==> src/rtl/riscv_interrupt_encoder.sv <==
// rtl/riscv_interrupt_encoder.sv - edge-triggered interrupt pending/priority encoder with request/ack handshake
//
// Purpose: captures rising edges on the standard and fast interrupt lines into
// a pending register. It presents the highest-priority eligible id to the core
// and holds it until the core acks it, the line becomes ineligible, or the
// optional timeout expires.
//
// Ports:
//   clk_i           clock, all state on rising edge
//   rst_ni          synchronous active-low reset
//   irq_software_i  software interrupt line (id 3)
//   irq_timer_i     timer interrupt line (id 7)
//   irq_external_i  external interrupt line (id 11)
//   irq_fast_i      fast interrupt lines 0..14 (id 16+n)
//   irq_enable_i    per-line mask {sw, timer, ext, fast[14:0]}
//   global_en_i     global interrupt enable
//   irq_ack_i       core acknowledge of the presented id
//   irq_req_o       interrupt request to the core
//   irq_id_o        presented id (0 when not requesting)
//   irq_pending_o   pending register, same layout as irq_enable_i
//   spurious_ack_o  one-cycle pulse after an ack seen outside REQ
module riscv_interrupt_encoder #(
  parameter int TIMEOUT_CYCLES = 0
) (
  input  logic        clk_i,
  input  logic        rst_ni,
  input  logic        irq_software_i,
  input  logic        irq_timer_i,
  input  logic        irq_external_i,
  input  logic [14:0] irq_fast_i,
  input  logic [17:0] irq_enable_i,
  input  logic        global_en_i,
  input  logic        irq_ack_i,
  output logic        irq_req_o,
  output logic [4:0]  irq_id_o,
  output logic [17:0] irq_pending_o,
  output logic        spurious_ack_o
);

  typedef enum logic [1:0] {IDLE, REQ, GAP} state_t;

  localparam int CW = (TIMEOUT_CYCLES > 1) ? $clog2(TIMEOUT_CYCLES) : 1;
  localparam logic [CW-1:0] CNT_LAST = CW'(TIMEOUT_CYCLES - 1);

  state_t        r_state;
  state_t        w_state_next;
  logic [17:0]   r_prev;
  logic [17:0]   r_pending;
  logic [4:0]    r_id;
  logic [CW-1:0] r_cnt;
  logic          r_armed;
  logic          r_spurious;

  logic [17:0]   w_lines;
  logic [17:0]   w_rise;
  logic [17:0]   w_eligible;
  logic [17:0]   w_id_mask;
  logic [17:0]   w_clr;
  logic [4:0]    w_best_id;
  logic          w_id_eligible;
  logic          w_timeout;

  assign w_lines    = {irq_software_i, irq_timer_i, irq_external_i, irq_fast_i};
  // r_armed stays low for the first edge after reset so that a line held high
  // through reset release is absorbed into r_prev instead of looking like a rise.
  assign w_rise     = w_lines & ~r_prev & {18{r_armed}};
  assign w_eligible = r_pending & irq_enable_i & {18{global_en_i}};

  // Lowest priority first; each later match overrides, so fast14 wins overall.
  always_comb begin
    w_best_id = 5'd0;
    if (w_eligible[16]) w_best_id = 5'd7;
    if (w_eligible[17]) w_best_id = 5'd3;
    if (w_eligible[15]) w_best_id = 5'd11;
    for (int n = 0; n < 15; n++) begin
      if (w_eligible[n]) w_best_id = 5'(16 + n);
    end
  end

  // Pending-register bit owned by the currently latched id.
  always_comb begin
    w_id_mask = '0;
    case (r_id)
      5'd3:    w_id_mask[17] = 1'b1;
      5'd7:    w_id_mask[16] = 1'b1;
      5'd11:   w_id_mask[15] = 1'b1;
      default: begin
        for (int n = 0; n < 15; n++) begin
          if (r_id == 5'(16 + n)) w_id_mask[n] = 1'b1;
        end
      end
    endcase
  end

  assign w_id_eligible = |(w_id_mask & w_eligible);
  assign w_clr         = ((r_state == REQ) && irq_ack_i) ? w_id_mask : '0;
  assign w_timeout     = (TIMEOUT_CYCLES > 0) && (r_cnt == CNT_LAST);

  always_ff @(posedge clk_i) begin
    if (!rst_ni) r_state <= IDLE;
    else         r_state <= w_state_next;
  end

  // Ack is tested first so it overrides withdrawal and timeout.
  always_comb begin
    w_state_next = r_state;
    irq_req_o    = 1'b0;
    irq_id_o     = 5'd0;
    case (r_state)
      IDLE: begin
        if (|w_eligible) w_state_next = REQ;
      end
      REQ: begin
        irq_req_o = 1'b1;
        irq_id_o  = r_id;
        if (irq_ack_i)                        w_state_next = GAP;
        else if (!w_id_eligible || w_timeout) w_state_next = IDLE;
      end
      GAP:     w_state_next = IDLE;
      default: w_state_next = IDLE;
    endcase
  end

  always_ff @(posedge clk_i) begin
    if (!rst_ni) begin
      r_prev     <= '0;
      r_pending  <= '0;
      r_id       <= '0;
      r_cnt      <= '0;
      r_armed    <= 1'b0;
      r_spurious <= 1'b0;
    end else begin
      r_prev     <= w_lines;
      r_armed    <= 1'b1;
      // Set is OR-ed after the clear so a same-cycle rise wins.
      r_pending  <= (r_pending & ~w_clr) | w_rise;
      if ((r_state == IDLE) && (|w_eligible)) r_id <= w_best_id;
      // Zero outside REQ, so the count restarts on every entry to REQ.
      r_cnt      <= (r_state == REQ) ? r_cnt + 1'b1 : '0;
      r_spurious <= irq_ack_i && (r_state != REQ);
    end
  end

  assign irq_pending_o  = r_pending;
  assign spurious_ack_o = r_spurious;

endmodule

==> config.mk <==
export PLATFORM = sky130hd
export DESIGN_NAME = riscv_interrupt_encoder
export DESIGN_NICKNAME = d
export VERILOG_FILES = /design/src/rtl/riscv_interrupt_encoder.sv
export SDC_FILE = /design/constraint.sdc
export NUM_CORES = 1
export LEC_CHECK = 0
export CAP_MARGIN = 20
export CORE_MARGIN = 8
export CORE_UTILIZATION = 51
export DETAILED_ROUTE_END_ITERATION = 6
export PLACE_DENSITY = 0.85
export SLEW_MARGIN = 20
export SYNTH_ARGS = -nofsm -noshare
export SYNTH_HDL_FRONTEND = slang
export SYNTH_SLANG_ARGS = --single-unit
==> constraint.sdc <==
create_clock -name clk_i -period 3.22 [get_ports clk_i]
set_input_delay 0.644 -clock clk_i [delete_from_list [all_inputs] [get_ports clk_i]]
set_output_delay 0.644 -clock clk_i [all_outputs]
set_load 0.1 [all_outputs]
==> metrics.md, run 1 <==
| Metric | Value |
|---|---|
| Status | `completed` |
| Post-detail-place hpwl | `5280 um` |
| Yosys reg bits | `45` |
| Hold Violations, Final | `0` |
| Vias in the first global route | `between 2000 and 2500` |
| Post-synthesis async set-or-reset flop share | `0%` |
| Pin count of the biggest net entering global routing | `26` |
| R2r endpoint | `r_id[0]$_SDFFE_PN0P_` |
| GRT overflow | `0` |
| Post-CTS setup buffer count | `0` |
| Prevailing post-synth register cell | `dfxtp_1` |
| Clock Root Buffer | `clkbuf_8` |
| CP Data Required Time | `between 3 and 4 ns` |
| Vias | `about 2300` |
| Leak | `between 1 and 1.5 nW` |
| Routability cong. | `around 0.98` |
| Hold path cells | `2` |
| Type of origin of the critical path | `input port` |
| Htree depth | `2` |
| IO Pins | `65` |
| Wl on met1 | `about 2900 um` |
| Hold_sp | `r_prev[2]$_SDFF_PN0_` |
| Seq/Total Area, Yosys | `between 40% and 50%` |
| Std cell rows | `24` |
| CP max FO | `4` |
| DR top layer | `met4` |
| Commonest non-fill, non-tap cells in the layout | `45 x dfxtp_1, 39 x clkdlybuf4s50_1, 28 x buf_4` |
| Die Area | `roughly 6700 um2` |
| Worst-margin pin slew | `between 0.8 and 0.9 ns` |
| Die width | `82.2 um` |
| Final Instance Area | `2950 um2` |
| DRT Pass-1 Iters | `7` |
| First-pass GRT wire length | `between 10000 and 15000 um` |
| Worst IR drop on VDD | `roughly 0.00031 V` |
| Hold Path Class | `reg -> reg` |
| Remaining routing DRC violations | `0` |
| Initial antenna violation count | `0` |
| Vias per std cell | `6.12` |
| PortBufs | `64` |
| Pwr/cell area | `505 nW/um2` |
| Routed WL per cell | `between 15 and 20 um` |
| Hold_buf cts | `0` |
| Post-layout min period | `between 2 and 2.5 ns` |
| Max Root-Sink Buffers | `2` |
| Cell variety after synth | `between 40 and 50` |
| Crit end category | `flop` |
| CTS buffer count | `5` |
| Critical path arrival | `around 2.6 ns` |
| Ant. Diodes | `0` |
| Layout filler cell count | `approximately 370` |
| Number of synthesized flops with an enable pin | `0` |
| RSZ-0062 raised after global routing | `no` |
| Post-DP Area | `between 2000 and 3000 um2` |
| Worst skew pair latency | `0.30 ns` |
| Antenna violation net count after detailed routing | `0` |
| Final wirelength | `7110 um` |
| Met3 routed WL | `504 um` |
| R2R cell count | `5` |
| Setup tns final | `0 ns` |
| Clock skew | `about 0.0053 ns` |
| Fin util | `slightly below 70%` |
| Initial DRC count | `~200` |
| Total routing usage reported by global routing | `a little over a fifth` |
| Synthesis warning total | `0` |
| Multi-input logic area | `1250 um2` |
| Max_cap viols | `0` |
| Synthesized net count | `around 300` |
| R2r setup slk | `around 1.2 ns` |
| Share of cells above drive strength 1 | `~16%` |
| Netlist Area Pre-Place | `2230 um2` |
| Met2 wire len | `~3500 um` |
| Commonest non-fill, non-tap cell in the layout | `dfxtp_1` |
| Sequential standard cell area | `around 900 um2` |
| Worst Hold Path EP | `irq_pending_o[2]$_SDFF_PN0_` |
| # setup viols final | `0` |
| Post-Syn Area per Cell | `about 8.6 um2` |
| Total power draw | `1.49 mW` |
| Max Freq | `between 400 and 500 MHz` |
| Layout overhead on the synthesized area | `32.2%` |
| Clock sinks | `45` |
| Starting Density | `52.0%` |
| Slew margin rel. | `42.8%` |
| Final worst path period share | `about 76%` |
| Post-Syn Instances | `259` |
| Slew Limit Fails | `0` |
| Fin nets | `358` |
| Reg2reg start | `irq_pending_o[15]$_SDFF_PN0_` |
| Clock slew at reported path FFs | `around 0.090 ns` |
| WS Path Type | `in -> reg` |
| Post-CTS resize count | `0` |
| Die Y | `82.2 um` |
| Core Region | `roughly 4300 um2` |
| CTS tree | `yes` |
metal layers:
metal / GRT usage [%] / vias up
li1: - / 1078
met1: 27.2 / 1075
met2: 34.6 / 97
met3: 3.57 / 19
met4: 10.2 / 0
met5: 0 / -
state kept, by name, summed over array words and instances, names as in the netlist:
signal	flops
irq_pending_o	18
r_armed	1
r_id	5
r_prev	18
r_state	2
spurious_ack_o	1
critical path, cell delays in order:
cell             delay (ns)
clkdlybuf4s50_1        0.47
a222oi_1               0.66
o21ai_0                0.19
a222oi_1               0.39
o22a_1                 0.19
o41ai_1                0.07
synth_stat cells (2+ instances only):
library cell	count	area, um2
nand3b_1	24	180
nand4_2	2	25.0
inv_1	4	15.0
dfxtp_1	45	901
a211oi_1	3	22.5
a22oi_2	5	62.6
nand2_1	23	86.3
o21ai_0	25	125
nand4_1	4	25.0
a222oi_1	2	20.0
nor2_1	7	26.3
nand3_1	10	50.1
a21oi_1	21	105
or3_1	2	12.5
buf_2	5	25.0
nand4b_1	2	17.5
a22oi_1	4	30.0
and2_1	24	150
clkbuf_1	10	37.5
o211ai_1	3	22.5
nor3_1	5	25.0
o31ai_1	2	15.0
nand2b_1	3	18.8
cell type report:
type	count	share of cell area [%]
multi-input combinational	195	42.5
inverter	4	0.509
timing repair buffer	67	20.3
sequential	45	30.5
clock inverter	3	1.61
tap	52	2.20
clock buffer	5	2.33
logic make-up (layout without fill, tap and decap cells):
group | count (synthesis) | count (layout) | share of synthesized area [%]
flip-flops | 45 | 45 | 40.4
AO/OA/AOI/OAI | 81 | 81 | 25.7
AND/OR/NAND/NOR | 114 | 114 | 30.4
buffers and inverters | 19 | 79 | 3.48
power by group:
part	switching, mW	leakage, nW	internal, mW
logic	0.257	0.637	0.136
registers	0.0554	0.373	0.593
clock network	0.211	0.0591	0.237
total	0.524	1.07	0.967
through the flow:
stage / cells / setup slack [ns] / hold WS [ns]
after floorplan: 259 / 0.801 / 0.471
after global placement: 363 / 0.549 / 0.478
after detailed placement: 363 / 0.556 / 0.478
after CTS: 371 / 0.826 / 0.494
after global routing: 371 / 0.625 / 0.509
final: 371 / 0.759 / 0.491
worst max path at each step:
stage / start / end / slack (ns) / cells past startpoint
finish: irq_enable_i[15] / r_id[0]$_SDFFE_PN0P_ / 0.76 / 6
global route: irq_enable_i[15] / r_id[0]$_SDFFE_PN0P_ / 0.62 / 6
CTS: irq_enable_i[15] / r_id[0]$_SDFFE_PN0P_ / 0.83 / 6
detailed placement: irq_enable_i[15] / r_id[0]$_SDFFE_PN0P_ / 0.56 / 6
global placement: irq_enable_i[15] / r_id[0]$_SDFFE_PN0P_ / 0.55 / 6
floorplan: r_state[0]$_SDFFE_PN0P_ / irq_id_o[0] / 0.80 / 3
Note: power is estimated with default switching activity, not from simulation.
==> inputs of run 2 (changes only) <==
- CORE_UTILIZATION: 51 -> 43
- PLACE_DENSITY: 0.85 -> 0.76
- clock period: 3.22 -> 2.1 ns (I/O delays scaled with it)
==> metrics.md, run 2 (same netlist as run 1, synthesis figures left out) <==
| Metric | Value |
|---|---|
| Antenna violation net count after detailed routing | `0` |
| Pin count of the biggest net entering global routing | `23` |
| Fin nets | `roughly 390` |
| Core Region | `between 5000 and 6000 um2` |
| Std cell rows | `26` |
| GRT overflow | `0` |
| Commonest non-fill, non-tap cell in the layout | `buf_4` |
| Total power draw | `2.37 mW` |
| Share of cells above drive strength 1 | `24.1%` |
| Max Root-Sink Buffers | `2` |
| Clock sinks | `45` |
| Post-DP Area | `3160 um2` |
| Worst hold margin | `around 0.50 ns` |
| Starting Density | `a little over two fifths` |
| Die Y | `just under 90 um` |
| Final Instance Area | `3270 um2` |
| Hold Path Class | `reg -> reg` |
| Crit path max-delay family | `simple AND/OR/NAND/NOR gates` |
| Die Area | `~7800 um2` |
| Routed WL per cell | `approximately 18 um` |
| Initial antenna violation count | `0` |
| Total routing usage reported by global routing | `19.8%` |
| Max Freq | `about 510 MHz` |
| Post-Place Setup Slack | `-0.143 ns` |
| Worst Hold Path EP | `irq_pending_o[6]$_SDFF_PN0_` |
| Critical path arrival | `1.53 ns` |
| WS Path Type | `reg -> out` |
| Largest stage delay, worst path | `~0.35 ns` |
| Hold_buf cts | `0` |
| Final worst path period share | `93.0%` |
| Layout overhead on the synthesized area | `46.6%` |
| Worst skew pair latency | `around 0.30 ns` |
| Int Power | `1.55 mW` |
| Slew margin rel. | `between 50 and 60%` |
| Logic pwr share | `roughly 30%` |
| Final wirelength | `approximately 7400 um` |
| Setup ws final | `0.146 ns` |
| Post-layout min period | `1.95 ns` |
| CP max FO | `7` |
| IO Pins | `between 60 and 70` |
| CTS buffer count | `5` |
| CP Data Required Time | `roughly 1.7 ns` |
| Vias in the first global route | `2406` |
| CP bufs+invs | `2` |
| DRT Pass-1 Iters | `5` |
| Crit end category | `output port` |
| Type of origin of the critical path | `flop` |
| Setup tns final | `0 ns` |
| Worst IR drop on VDD | `0.000456 V` |
| Reg2reg start | `r_state[0]$_SDFFE_PN0P_` |
| Ant. Diodes | `0` |
| R2R cell count | `5` |
| First-pass GRT wire length | `between 10000 and 15000 um` |
| Max_cap viols | `0` |
| Clock skew | `between 0.008 and 0.009 ns` |
| Htree depth | `2` |
| Post-CTS setup buffer count | `0` |
| # setup viols final | `0` |
| Commonest non-fill, non-tap cells in the layout | `51 x buf_4, 45 x dfxtp_1, 39 x clkdlybuf4s50_1` |
| Sequential share of power | `roughly two fifths` |
| Vias | `2326` |
| R2r setup slk | `around 0.29 ns` |
| Post-CTS resize count | `0` |
| RSZ-0062 raised after global routing | `no` |
| Hold Violations, Final | `0` |
| Remaining routing DRC violations | `0` |
| Post-detail-place hpwl | `approximately 5700 um` |
| Initial DRC count | `between 100 and 150` |
| Pwr/cell area | `725 nW/um2` |
| Leak | `~1.2 nW` |
| Vias per std cell | `~5.6` |
| R2r endpoint | `irq_pending_o[17]$_SDFF_PN0_` |
| Hold path cells | `2` |
| Layout filler cell count | `about 460` |
| Slew Limit Fails | `0` |
| CTS tree | `yes` |
| Cells along the critical path | `nor2b_1 > buf_4 > and2_2 > buf_12` |
| Clock slew at reported path FFs | `around 0.09 ns` |
| Worst-margin pin slew | `slightly below 0.7 ns` |
| Slowest cell on crit path | `nor2b_1` |
| Hold_sp | `r_prev[6]$_SDFF_PN0_` |
| Routability cong. | `between 0.9 and 1` |
| Die width | `88.1 um` |
| Sw frac | `34.7%` |
| Clock network power share | `a little under 30%` |
| Switching power | `between 800 and 900 uW` |
| Clock Root Buffer | `clkbuf_8` |
| PortBufs | `64` |
| Status | `completed` |
==> run 2: how the worst max path moves through the flow <==
stage	startpoint	endpoint	cells after the start
after floorplan	irq_pending_o[15]$_SDFF_PN0_	r_id[0]$_SDFFE_PN0P_	5
after global placement	irq_enable_i[15]	r_id[1]$_SDFFE_PN0P_	7
after detailed placement	irq_enable_i[15]	r_id[0]$_SDFFE_PN0P_	7
after CTS	r_state[0]$_SDFFE_PN0P_	irq_id_o[4]	4
after global routing	r_state[0]$_SDFFE_PN0P_	irq_id_o[4]	4
final	r_state[0]$_SDFFE_PN0P_	irq_id_o[4]	4
==> run 2: metal layers <==
layer	vias up	GRT usage [%]	share of wire (%)
li1	1138	-	-
met1	1090	23.4	44
met5	-	0	0
met2	80	34.2	48
met4	0	7.53	2.3
met3	18	4.03	5.3
==> run 2: worst reg2reg max path, delay by kind of cell, from the launching register on <==
kind | cells | cell delay, ns
AOI/OAI and AO/OA | 2 | 0.31
DFF | 1 | 0.33
and+or+nand+nor | 3 | 1.05
==> run 2: power by group through the flow <==
stage          Combinational [mW]  Sequential, mW  Clock, mW
2_1_floorplan               0.270            1.13          0
3_3_place_gp                0.698           0.993          0
3_5_place_dp                0.701           0.995          0
4_1_cts                     0.704           0.976      0.700
5_1_grt                     0.747           0.987      0.736
6_report                    0.703           0.978      0.690
==> run 2: area by class of cell <==
| cell class | count | area [um2] | area share [%] |
|---|---|---|---|
| Clock inverter | 3 | 47.5 | 1.45 |
| Multi-Input combinational cell | 195 | 1260 | 38.5 |
| Timing Repair Buffer | 96 | 893 | 27.3 |
| Clock buffer | 5 | 68.8 | 2.10 |
| Inverter | 4 | 15.0 | 0.459 |
| Tap cell | 70 | 87.6 | 2.68 |
| Sequential cell | 45 | 901 | 27.5 |
==> run 2: through the flow <==
step | utilization, % | cells
detailed placement | 62.2 | 410
global placement | 62.2 | 410
global route | 64.5 | 418
finish | 64.5 | 418
CTS | 64.5 | 418
floorplan | - | 259
